===== src/rtl/rf_ctrl_pkg.sv =====
// ----------------------------------------------------------------------------
// rf_ctrl_pkg
// Shared definitions for the register-file writeback control slice.
//   - Default widths and depths for data, register index and scoreboard.
//   - wb_src_t: which requester owns the write port in a given cycle.
//   - wait_cnt_width(): width of the ALU starvation counter for a given limit.
// ----------------------------------------------------------------------------
package rf_ctrl_pkg;

    localparam int RF_DATA_WIDTH = 32;
    localparam int RF_ADDR_WIDTH = 5;
    localparam int RF_ADDR_DEPTH = 32;
    localparam int RF_MAX_WAIT   = 3;

    typedef enum logic [1:0] {
        SRC_NONE = 2'd0,
        SRC_ALU  = 2'd1,
        SRC_LSU  = 2'd2
    } wb_src_t;

    // Enough bits to hold 0..max_wait; never narrower than one bit.
    function automatic int wait_cnt_width(input int max_wait);
        return (max_wait < 1) ? 1 : $clog2(max_wait + 1);
    endfunction

endpackage


===== src/rtl/rf_scoreboard.sv =====
// ----------------------------------------------------------------------------
// rf_scoreboard
// One busy bit per architectural register, marking destinations with an
// outstanding write.
//   clk, rst_n      : clock, asynchronous active-low reset (clears all bits)
//   set_en, set_rd  : mark set_rd busy at the next edge (ignored for reg 0)
//   clr_en, clr_rd  : mark clr_rd free at the next edge
//   q_rs1, q_rs2    : combinational source-register queries
//   rs1_busy/rs2_busy: busy bit of the queried registers
//   busy            : full busy vector (bit 0 is always 0)
// A set and a clear of the same register at the same edge leaves it busy:
// the newly issued instruction still owes a write.
// ----------------------------------------------------------------------------
module rf_scoreboard
    import rf_ctrl_pkg::*;
#(
    parameter int ADDR_DEPTH = RF_ADDR_DEPTH,
    parameter int ADDR_WIDTH = RF_ADDR_WIDTH
) (
    input  logic                  clk,
    input  logic                  rst_n,
    input  logic                  set_en,
    input  logic [ADDR_WIDTH-1:0] set_rd,
    input  logic                  clr_en,
    input  logic [ADDR_WIDTH-1:0] clr_rd,
    input  logic [ADDR_WIDTH-1:0] q_rs1,
    input  logic [ADDR_WIDTH-1:0] q_rs2,
    output logic                  rs1_busy,
    output logic                  rs2_busy,
    output logic [ADDR_DEPTH-1:0] busy
);

    logic [ADDR_DEPTH-1:0] busy_q;
    logic [ADDR_DEPTH-1:0] busy_nxt;

    always_comb begin
        busy_nxt = busy_q;
        if (clr_en) begin
            busy_nxt[clr_rd] = 1'b0;
        end
        // Applied after the clear so a same-edge set wins.
        if (set_en && (set_rd != '0)) begin
            busy_nxt[set_rd] = 1'b1;
        end
        busy_nxt[0] = 1'b0;
    end

    always_ff @(posedge clk or negedge rst_n) begin
        if (!rst_n) begin
            busy_q <= '0;
        end else begin
            busy_q <= busy_nxt;
        end
    end

    assign busy     = busy_q;
    assign rs1_busy = busy_q[q_rs1];
    assign rs2_busy = busy_q[q_rs2];

endmodule


===== src/rtl/rf_wb_arbiter.sv =====
// ----------------------------------------------------------------------------
// rf_wb_arbiter
// Shares the single register-file write port (we3/a3/wd3) between the ALU
// writeback path and the LSU load-return path, and tracks in-flight
// destinations for decode hazard stalls.
//
// Ports:
//   clk, rst_n                    : clock, asynchronous active-low reset
//   alu_valid/alu_rd/alu_data     : ALU writeback request
//   alu_ready                     : ALU request accepted this cycle
//   lsu_valid/lsu_rd/lsu_data     : LSU writeback request
//   lsu_ready                     : LSU request accepted this cycle
//   iss_valid/iss_rd              : issuing instruction's destination
//   q_rs1, q_rs2                  : decode source queries
//   rs1_busy, rs2_busy            : queried register has an outstanding write
//   sb_busy                       : full scoreboard vector
//   we3, a3, wd3                  : registered register-file write port
//   byp1_hit/byp1_data,
//   byp2_hit/byp2_data            : only with RF_WB_BYPASS_EN defined; the
//                                   write being committed this cycle matches
//                                   the query, so decode may use wd3 directly
//
// Handshake: a request transfers in a cycle where valid && ready are both
// high; the requester holds valid/rd/data stable until then. ready is
// combinational from both valids and the wait counter, and at most one ready
// is high per cycle.
//
// Arbitration: a lone requester wins. On contention the LSU wins unless the
// ALU has already lost MAX_WAIT consecutive cycles, in which case the ALU is
// forced through. A grant in cycle N produces the write in cycle N+1.
// ----------------------------------------------------------------------------
module rf_wb_arbiter
    import rf_ctrl_pkg::*;
#(
    parameter int DATA_WIDTH = RF_DATA_WIDTH,
    parameter int ADDR_DEPTH = RF_ADDR_DEPTH,
    parameter int ADDR_WIDTH = RF_ADDR_WIDTH,
    parameter int MAX_WAIT   = RF_MAX_WAIT
) (
    input  logic                  clk,
    input  logic                  rst_n,
    input  logic                  alu_valid,
    input  logic [ADDR_WIDTH-1:0] alu_rd,
    input  logic [DATA_WIDTH-1:0] alu_data,
    output logic                  alu_ready,
    input  logic                  lsu_valid,
    input  logic [ADDR_WIDTH-1:0] lsu_rd,
    input  logic [DATA_WIDTH-1:0] lsu_data,
    output logic                  lsu_ready,
    input  logic                  iss_valid,
    input  logic [ADDR_WIDTH-1:0] iss_rd,
    input  logic [ADDR_WIDTH-1:0] q_rs1,
    input  logic [ADDR_WIDTH-1:0] q_rs2,
    output logic                  rs1_busy,
    output logic                  rs2_busy,
    output logic [ADDR_DEPTH-1:0] sb_busy,
`ifdef RF_WB_BYPASS_EN
    output logic                  byp1_hit,
    output logic [DATA_WIDTH-1:0] byp1_data,
    output logic                  byp2_hit,
    output logic [DATA_WIDTH-1:0] byp2_data,
`endif
    output logic                  we3,
    output logic [ADDR_WIDTH-1:0] a3,
    output logic [DATA_WIDTH-1:0] wd3
);

    localparam int WW = wait_cnt_width(MAX_WAIT);
    localparam logic [WW-1:0] WAIT_LIMIT = WW'(MAX_WAIT);

    wb_src_t               grant;
    logic [WW-1:0]         wait_cnt;
    logic [WW-1:0]         wait_cnt_nxt;
    logic [ADDR_WIDTH-1:0] sel_rd;
    logic [DATA_WIDTH-1:0] sel_data;
    logic                  sb_rs1_busy;
    logic                  sb_rs2_busy;

    // Grant select, write-port mux and starvation counter update.
    always_comb begin
        grant        = SRC_NONE;
        sel_rd       = '0;
        sel_data     = '0;
        wait_cnt_nxt = '0;

        if (alu_valid && lsu_valid) begin
            grant = (wait_cnt == WAIT_LIMIT) ? SRC_ALU : SRC_LSU;
        end else if (alu_valid) begin
            grant = SRC_ALU;
        end else if (lsu_valid) begin
            grant = SRC_LSU;
        end

        case (grant)
            SRC_ALU: begin
                sel_rd   = alu_rd;
                sel_data = alu_data;
            end
            SRC_LSU: begin
                sel_rd   = lsu_rd;
                sel_data = lsu_data;
            end
            default: begin
                sel_rd   = '0;
                sel_data = '0;
            end
        endcase

        // Counts only consecutive losses of a pending ALU request.
        if (alu_valid && (grant != SRC_ALU)) begin
            wait_cnt_nxt = (wait_cnt == WAIT_LIMIT) ? wait_cnt : wait_cnt + 1'b1;
        end
    end

    // Gate with rst_n so nothing is accepted while reset is held.
    assign alu_ready = rst_n && (grant == SRC_ALU);
    assign lsu_ready = rst_n && (grant == SRC_LSU);

    always_ff @(posedge clk or negedge rst_n) begin
        if (!rst_n) begin
            wait_cnt <= '0;
            we3      <= 1'b0;
            a3       <= '0;
            wd3      <= '0;
        end else begin
            wait_cnt <= wait_cnt_nxt;
            // Writes to register 0 are accepted but never reach the port.
            we3      <= (grant != SRC_NONE) && (sel_rd != '0);
            if (grant != SRC_NONE) begin
                a3  <= sel_rd;
                wd3 <= sel_data;
            end
        end
    end

    rf_scoreboard #(
        .ADDR_DEPTH (ADDR_DEPTH),
        .ADDR_WIDTH (ADDR_WIDTH)
    ) u_scoreboard (
        .clk      (clk),
        .rst_n    (rst_n),
        .set_en   (iss_valid),
        .set_rd   (iss_rd),
        .clr_en   (we3),
        .clr_rd   (a3),
        .q_rs1    (q_rs1),
        .q_rs2    (q_rs2),
        .rs1_busy (sb_rs1_busy),
        .rs2_busy (sb_rs2_busy),
        .busy     (sb_busy)
    );

`ifdef RF_WB_BYPASS_EN
    // The committing write forwards straight to decode, so the busy bit
    // (still set until the end of this cycle) is hidden for that query.
    assign byp1_hit  = we3 && (a3 == q_rs1) && (q_rs1 != '0);
    assign byp2_hit  = we3 && (a3 == q_rs2) && (q_rs2 != '0);
    assign byp1_data = wd3;
    assign byp2_data = wd3;
    assign rs1_busy  = sb_rs1_busy && !byp1_hit;
    assign rs2_busy  = sb_rs2_busy && !byp2_hit;
`else
    assign rs1_busy  = sb_rs1_busy;
    assign rs2_busy  = sb_rs2_busy;
`endif

endmodule


===== config.mk =====
export PLATFORM = sky130hd
export DESIGN_NAME = rf_wb_arbiter
export DESIGN_NICKNAME = d
export VERILOG_FILES = /design/src/rtl/rf_ctrl_pkg.sv /design/src/rtl/rf_scoreboard.sv /design/src/rtl/rf_wb_arbiter.sv
export SDC_FILE = /design/constraint.sdc
export NUM_CORES = 1
export LEC_CHECK = 0
export CAP_MARGIN = 20
export CORE_ASPECT_RATIO = 1.2
export CORE_MARGIN = 1.5
export CORE_UTILIZATION = 43
export DETAILED_ROUTE_END_ITERATION = 8
export PLACE_DENSITY = 0.8
export SLEW_MARGIN = 15
export SYNTH_ARGS = -nofsm -noshare
export SYNTH_HDL_FRONTEND = slang
export SYNTH_SLANG_ARGS = --single-unit
export TNS_END_PERCENT = 1

===== constraint.sdc =====
create_clock -name clk -period 1.9 [get_ports clk]
set_input_delay 0.38 -clock clk [delete_from_list [all_inputs] [get_ports clk]]
set_output_delay 0.38 -clock clk [all_outputs]
set_load 0.02 [all_outputs]

=== Yosys cells after proc, flatten, opt, wreduce, memory -nomap -nowiden ===
Cells that the tools add are included.

* Add/subtract/negate cells: 1
* Multiply operators: 0
* Div/mod/pow operators: 0
* $lt $le $gt $ge: 6
* Equal/unequal tests: 5
* Shift-type cells: 0
* Mux-type cells: 18
* Bitwise logic cells: 3
* Reduce and logical (&&, ||, !) cells: 11

{| class="wikitable"
|+ Operators by type and width
! kind !! number
|-
| 2-to-1 mux 32 bit || 2
|-
| one-hot mux 32 bit (2 select lines) || 1
|-
| bitwise AND 32 bit || 1
|-
| NOT 32 bit || 1
|-
| OR 32 bit || 1
|-
| < comparator 5 x 6 -> 1 bit, second input constant || 4
|-
| 2-to-1 mux 2 bit || 6
|-
| binary-select mux 1 bit (select 5 bit) || 2
|-
| demux 1 bit (select 5 bit) || 2
|-
| greater-or-equal comparator 5 x 1 -> 1 bit, second input constant || 2
|-
| one-hot mux 5 bit (2 select lines) || 1
|-
| nonzero test 5 bit || 2
|-
| logical AND 1 bit || 8
|-
| == test 2 bit, second input constant || 2
|-
| 2-to-1 mux 1 bit || 4
|-
| adder 2 x 1 -> 2 bit, second input constant || 1
|-
| == test 2 x 1 -> 1 bit, second input constant || 1
|-
| != test 2 x 1 -> 1 bit, second input constant || 1
|-
| != test 2 bit, second input constant || 1
|-
| nonzero test 2 bit || 1
|}

* Register bits after elaboration: 71
* Latch bits: 0
* RAM bits: 0
* Memory bits (read-only): 0
* Word-level logic and storage cells: 49
* Memories kept: 0

=== Longest topological paths before layout ===
* Depth in word-level cells: 9
* Depth in mapped cells: 8
* Gate-level depth less buffers: 5

=== Modules after synthesis ===
A second synthesis with hierarchy kept.

* Cell total of the unflattened synthesis: 409
* Area total of the unflattened synthesis: 4,305.4 um2

{| class="wikitable"
|+ By module, submodules not included
! module !! instances !! cells each !! area each (um2) !! seq. area each (um2)
|-
| rf_wb_arbiter || 1 || 215 || 2,451.1 || 1,001.0
|-
| rf_scoreboard || 1 || 194 || 1,854.3 || 775.7
|}

=== Least setup slack after synthesis ===
OpenSTA, ideal clock, no wires.

* Path kind: input -> output
* Start: input port q_rs1[0]
* End: output port rs1_busy
* Arrival time: 1.516 ns
* Data required time: 1.520 ns
* Slack: 0.004 ns
* Stages: 5
* Path buffers: 1
* Cell sequence: buf_2 -> mux4_2 -> nand2b_1 -> o211ai_1 -> nand4_1

* Longest elaborated chain between the ends: 2

{| class="wikitable"
|+ RTL lines
! element !! line !! text
|-
| start, declared || rf_wb_arbiter.sv:52 || <nowiki>input logic [ADDR_WIDTH-1:0] q_rs1,</nowiki>
|-
| binary-select mux 1 bit (select 5 bit) || rf_scoreboard.sv:57 || <nowiki>assign rs1_busy = busy_q[q_rs1];</nowiki>
|-
| 2-to-1 mux 1 bit (implied by the code) || rf_scoreboard.sv:57 ||
|-
| end, declared || rf_wb_arbiter.sv:54 || <nowiki>output logic rs1_busy,</nowiki>
|}

Every way passes these cells. The select of a mux whose other input is x is not followed.

=== Worst setup path in the final report ===
* Start: register u_scoreboard.busy_q[23], in the netlist u_scoreboard.busy[23]
* End: output port rs2_busy

* Longest elaborated chain between the ends: 2

{| class="wikitable"
|+ RTL lines
! element !! line !! text
|-
| start, declared || rf_scoreboard.sv:33 || <nowiki>logic [ADDR_DEPTH-1:0] busy_q;</nowiki>
|-
| start signal, assigned || rf_scoreboard.sv:52 || <nowiki>busy_q <= busy_nxt;</nowiki>
|-
| binary-select mux 1 bit (select 5 bit) || rf_scoreboard.sv:58 || <nowiki>assign rs2_busy = busy_q[q_rs2];</nowiki>
|-
| 2-to-1 mux 1 bit (implied by the code) || rf_scoreboard.sv:58 ||
|-
| end, declared || rf_wb_arbiter.sv:55 || <nowiki>output logic rs2_busy,</nowiki>
|}

Every way passes these cells. The select of a mux whose other input is x is not followed.

==> run_results.csv <==
group,metric,value,unit
status,status,"finished, violations left",
status,violations,"setup timing",
placement,dpl_cell_area,5980,sq um
global_route,grt_pass1_wl,20600,um
worst_setup_path,arrival,1770,ps
final_layout,fin_nets,738,
yosys,ys_warn_count,0,
placement,dp.cells,750,
worst_setup_path,end_kind,"output pin",
final_layout,fill_cells,723,
die,core-area,9030,sq um
final_layout,drive_above_1_share,0.131,
die,die_h,108,um
yosys,yosys.area_share.simple,0.130,
yosys,ys_seq_area_frac,0.446,
clock_tree,htree_levels,3,
yosys,synth_compound_area_frac,0.257,
worst_setup_path,path_class,"reg -> out",
die,pin_count,168,
worst_setup_path,start_kind,"flip-flop",
die,die_area,9840,sq um
route,drt_iter0_markers,273,
global_route,grt_pass1_vias,4289,
power,pwr_density_cell,921,nW/um^2
global_route,grt_overflow,0,
worst_setup_path,startpoint,"u_scoreboard.busy[23]",
worst_setup_path,r2r_end,"wd3[6]",
yosys,synth_mux_area_frac,0.0934,
clock_tree,root_buffer,"clkbuf_8",
final_layout,finalInstanceArea,6190,sq um
yosys,synth-seq-cells,71,
global_route,antenna_found_initial,0,
clock_tree,cts_sinks,71,
final_layout,final_cells,767,
worst_setup_path,r2r_start,"wait_cnt[0]",
route,wl_met3,1070,um
yosys,synth_fa_ha_area_frac,0.00314,
clock_tree,cts_hold_buf,0,
timing,max_clock_freq,465,MHz
timing,fin_crit,2150,ps
timing,final.setup_skew,6.83,ps
timing,finalHoldViolCount,0,
timing,max_slew.worst_pin.slew,880,ps
clock_tree,cts_buffer_depth,2,
yosys,synth_xor_area_frac,0,
global_route,grt_util_all_layers,0.265,
die,rows,38,
timing,slew_headroom,0.413,
route,drc,0,
run,max-cap-violations,0,
clock_tree,clkSlewWorstSetupHoldPaths,70,ps
route,ant_nets,0,
placement,place_hpwl,9740,um
final_layout,area_delta_synth_final,55.5,%
timing,fin_tns_setup,-460,ps
yosys,synth_flop_cell,"dfrtp_1",
timing,finalSetupViolations,2,
route,topRoutingLayerUsed,"met4",
worst_setup_path,endpoint,"rs2_busy",
route,wl_met1,5060,um
route,wirelength,12900,um
die,start_util,0.441,
power,report.power.total,5700,uW
yosys,syn_inst,455,
global_route,grt_max_degree,98,
yosys,synth-edff-count,0,
clock_tree,clk_latency,340,ps
yosys,synth_cell_types,33,
yosys,synth_top_family_by_area,"compound AO/OA/AOI/OAI gates",
route,wl_per_cell,16.8,um
die,die_w,90.8,um
placement,portBuffers,166,
timing,rsz0062_at_grt,"true",
worst_setup_path,crit_path_max_fanout,3,
clock_tree,cts_tree,"yes",
worst_setup_path,timing.reg2reg.setup_slack,420,ps
yosys,synthArstFlopShare,1.00,
timing,slew_viol_final,0,
min_path,hp-class,"in -> async",
yosys,synthesis.nets,550,
placement,gp_congestion,0.879,
power,ir_worst_vdd,478,uV
yosys,avgSynthCellArea,8.75,sq um
timing,period_share,1.13,
timing,setup_ws,-251,ps
route,vias,4338,
final_layout,num_antenna_cells,0,
worst_setup_path,reg2reg_depth,7,
route,firstDrtPassIters,5,
yosys,syn_area,3980,sq um
route,drt-vias-per-instance,5.66,
worst_setup_path,crit_required,1520,ps
clock_tree,cts_buffers,9,
route,met2WireLength,6390,um
power,p_leak,0.00259,uW
logic make-up after synthesis:
kind of cell,count (synthesis)
compound gates,181
fa+ha+maj,1
buf+inv,68
flops,71
mux,29
other cells,1
simple gates,104
worst max-delay path: stages, from the launching register on:
cell       delay (ps)
dfrtp_1           410
mux4_2            470
nand2b_4          150
o2111ai_1         100
nand4_1           120
buf_4             180
per-layer routing:
| layer | GRT usage | up-vias |
|---|---|---|
| met3 | 0.0654 | 28 |
| met1 | 0.302 | 2048 |
| met5 | 0 | - |
| li1 | - | 2047 |
| met4 | 0.125 | 0 |
| met2 | 0.469 | 215 |
Yosys cell counts, types with 5 or more instances:
cell,number,area share
o22ai_1,37,0.058
nor2_1,51,0.048
nand2b_1,5,0.0079
dfrtp_1,71,0.45
buf_2,10,0.013
o21ai_0,63,0.079
clkbuf_1,20,0.019
mux4_2,6,0.034
mux2i_1,18,0.045
inv_1,34,0.032
a31oi_1,32,0.050
mux2_2,5,0.014
nand3_1,12,0.015
nand2_1,8,0.0075
nand3b_1,10,0.019
a21oi_1,38,0.048
cells in the final DEF (no fill, tap or decap), drive strengths merged:
| master | synthesis | final |
|---|---|---|
| clkdlybuf4s50 | 0 | 151 |
| dfrtp | 71 | 71 |
| o21ai | 63 | 63 |
| buf | 14 | 53 |
| nor2 | 51 | 51 |
| a21oi | 38 | 38 |
| o22ai | 37 | 37 |
| inv | 34 | 34 |
| a31oi | 32 | 32 |
| mux2i | 18 | 18 |
| clkbuf | 20 | 15 |
| nand3 | 12 | 12 |
| nand3b | 10 | 10 |
| nand2 | 8 | 8 |
| mux4 | 6 | 6 |
| mux2 | 5 | 5 |
| nand2b | 5 | 5 |
| nor2b | 4 | 4 |
| a22oi | 4 | 4 |
| or3b | 4 | 4 |
| o211ai | 3 | 3 |
| dlygate4sd2 | 0 | 3 |
| or3 | 2 | 2 |
| and3 | 2 | 2 |
| nand4 | 2 | 2 |
| or4 | 2 | 2 |
| clkdlybuf4s15 | 0 | 2 |
| dlymetal6s2s | 0 | 2 |
| o2111ai | 2 | 2 |
| a211oi | 2 | 2 |
| nor3b | 1 | 1 |
| and4b | 1 | 1 |
| ha | 1 | 1 |
| conb | 1 | 1 |
power breakdown:
group | internal (uW) | switching, uW
clock | 576 | 519
sequential | 1830 | 327
combinational | 1300 | 1140
total | 3710 | 1990
sequential cells by signal (all words and copies together), names as in the netlist:
register,flops
wd3,32
a3,5
we3,1
wait_cnt,2
u_scoreboard.busy,31
stage by stage:
step	setup slack (ps)	util	hold slack, ps
2_1_floorplan	3.65	-	84.4
3_3_place_gp	-891	0.662	429
3_5_place_dp	-911	0.662	435
4_1_cts	-263	0.681	111
5_1_grt	-305	0.685	154
6_report	-251	0.685	113
worst min path at each step:
stage                            from  depth (start not counted)     endpoint  slack [ps]
after floorplan                 rst_n                          0        a3[0]          80
after global placement    wait_cnt[0]                          1  wait_cnt[0]         430
after detailed placement  wait_cnt[0]                          1  wait_cnt[0]         440
after CTS                       rst_n                          2      wd3[21]         110
after global routing            rst_n                          2      wd3[20]         150
final                           rst_n                          2        a3[3]         110
timing repair:
action                                  in CTS  in global routing
endpoints found under the setup margin       7                  4
gates resized for setup                     25                 10
buffers inserted                             0                  2
pin swaps                                    1                  4
cell type report:
cell class,instances,area [sq um],area share
timing repair buffer,211,2000,0.322
multi-input combinational,316,1960,0.317
sequential,71,1780,0.287
clock buffer,15,176,0.0285
tap,120,150,0.0243
inverter,34,128,0.0206
No activity file was read; power rests on OpenSTA's default activity.
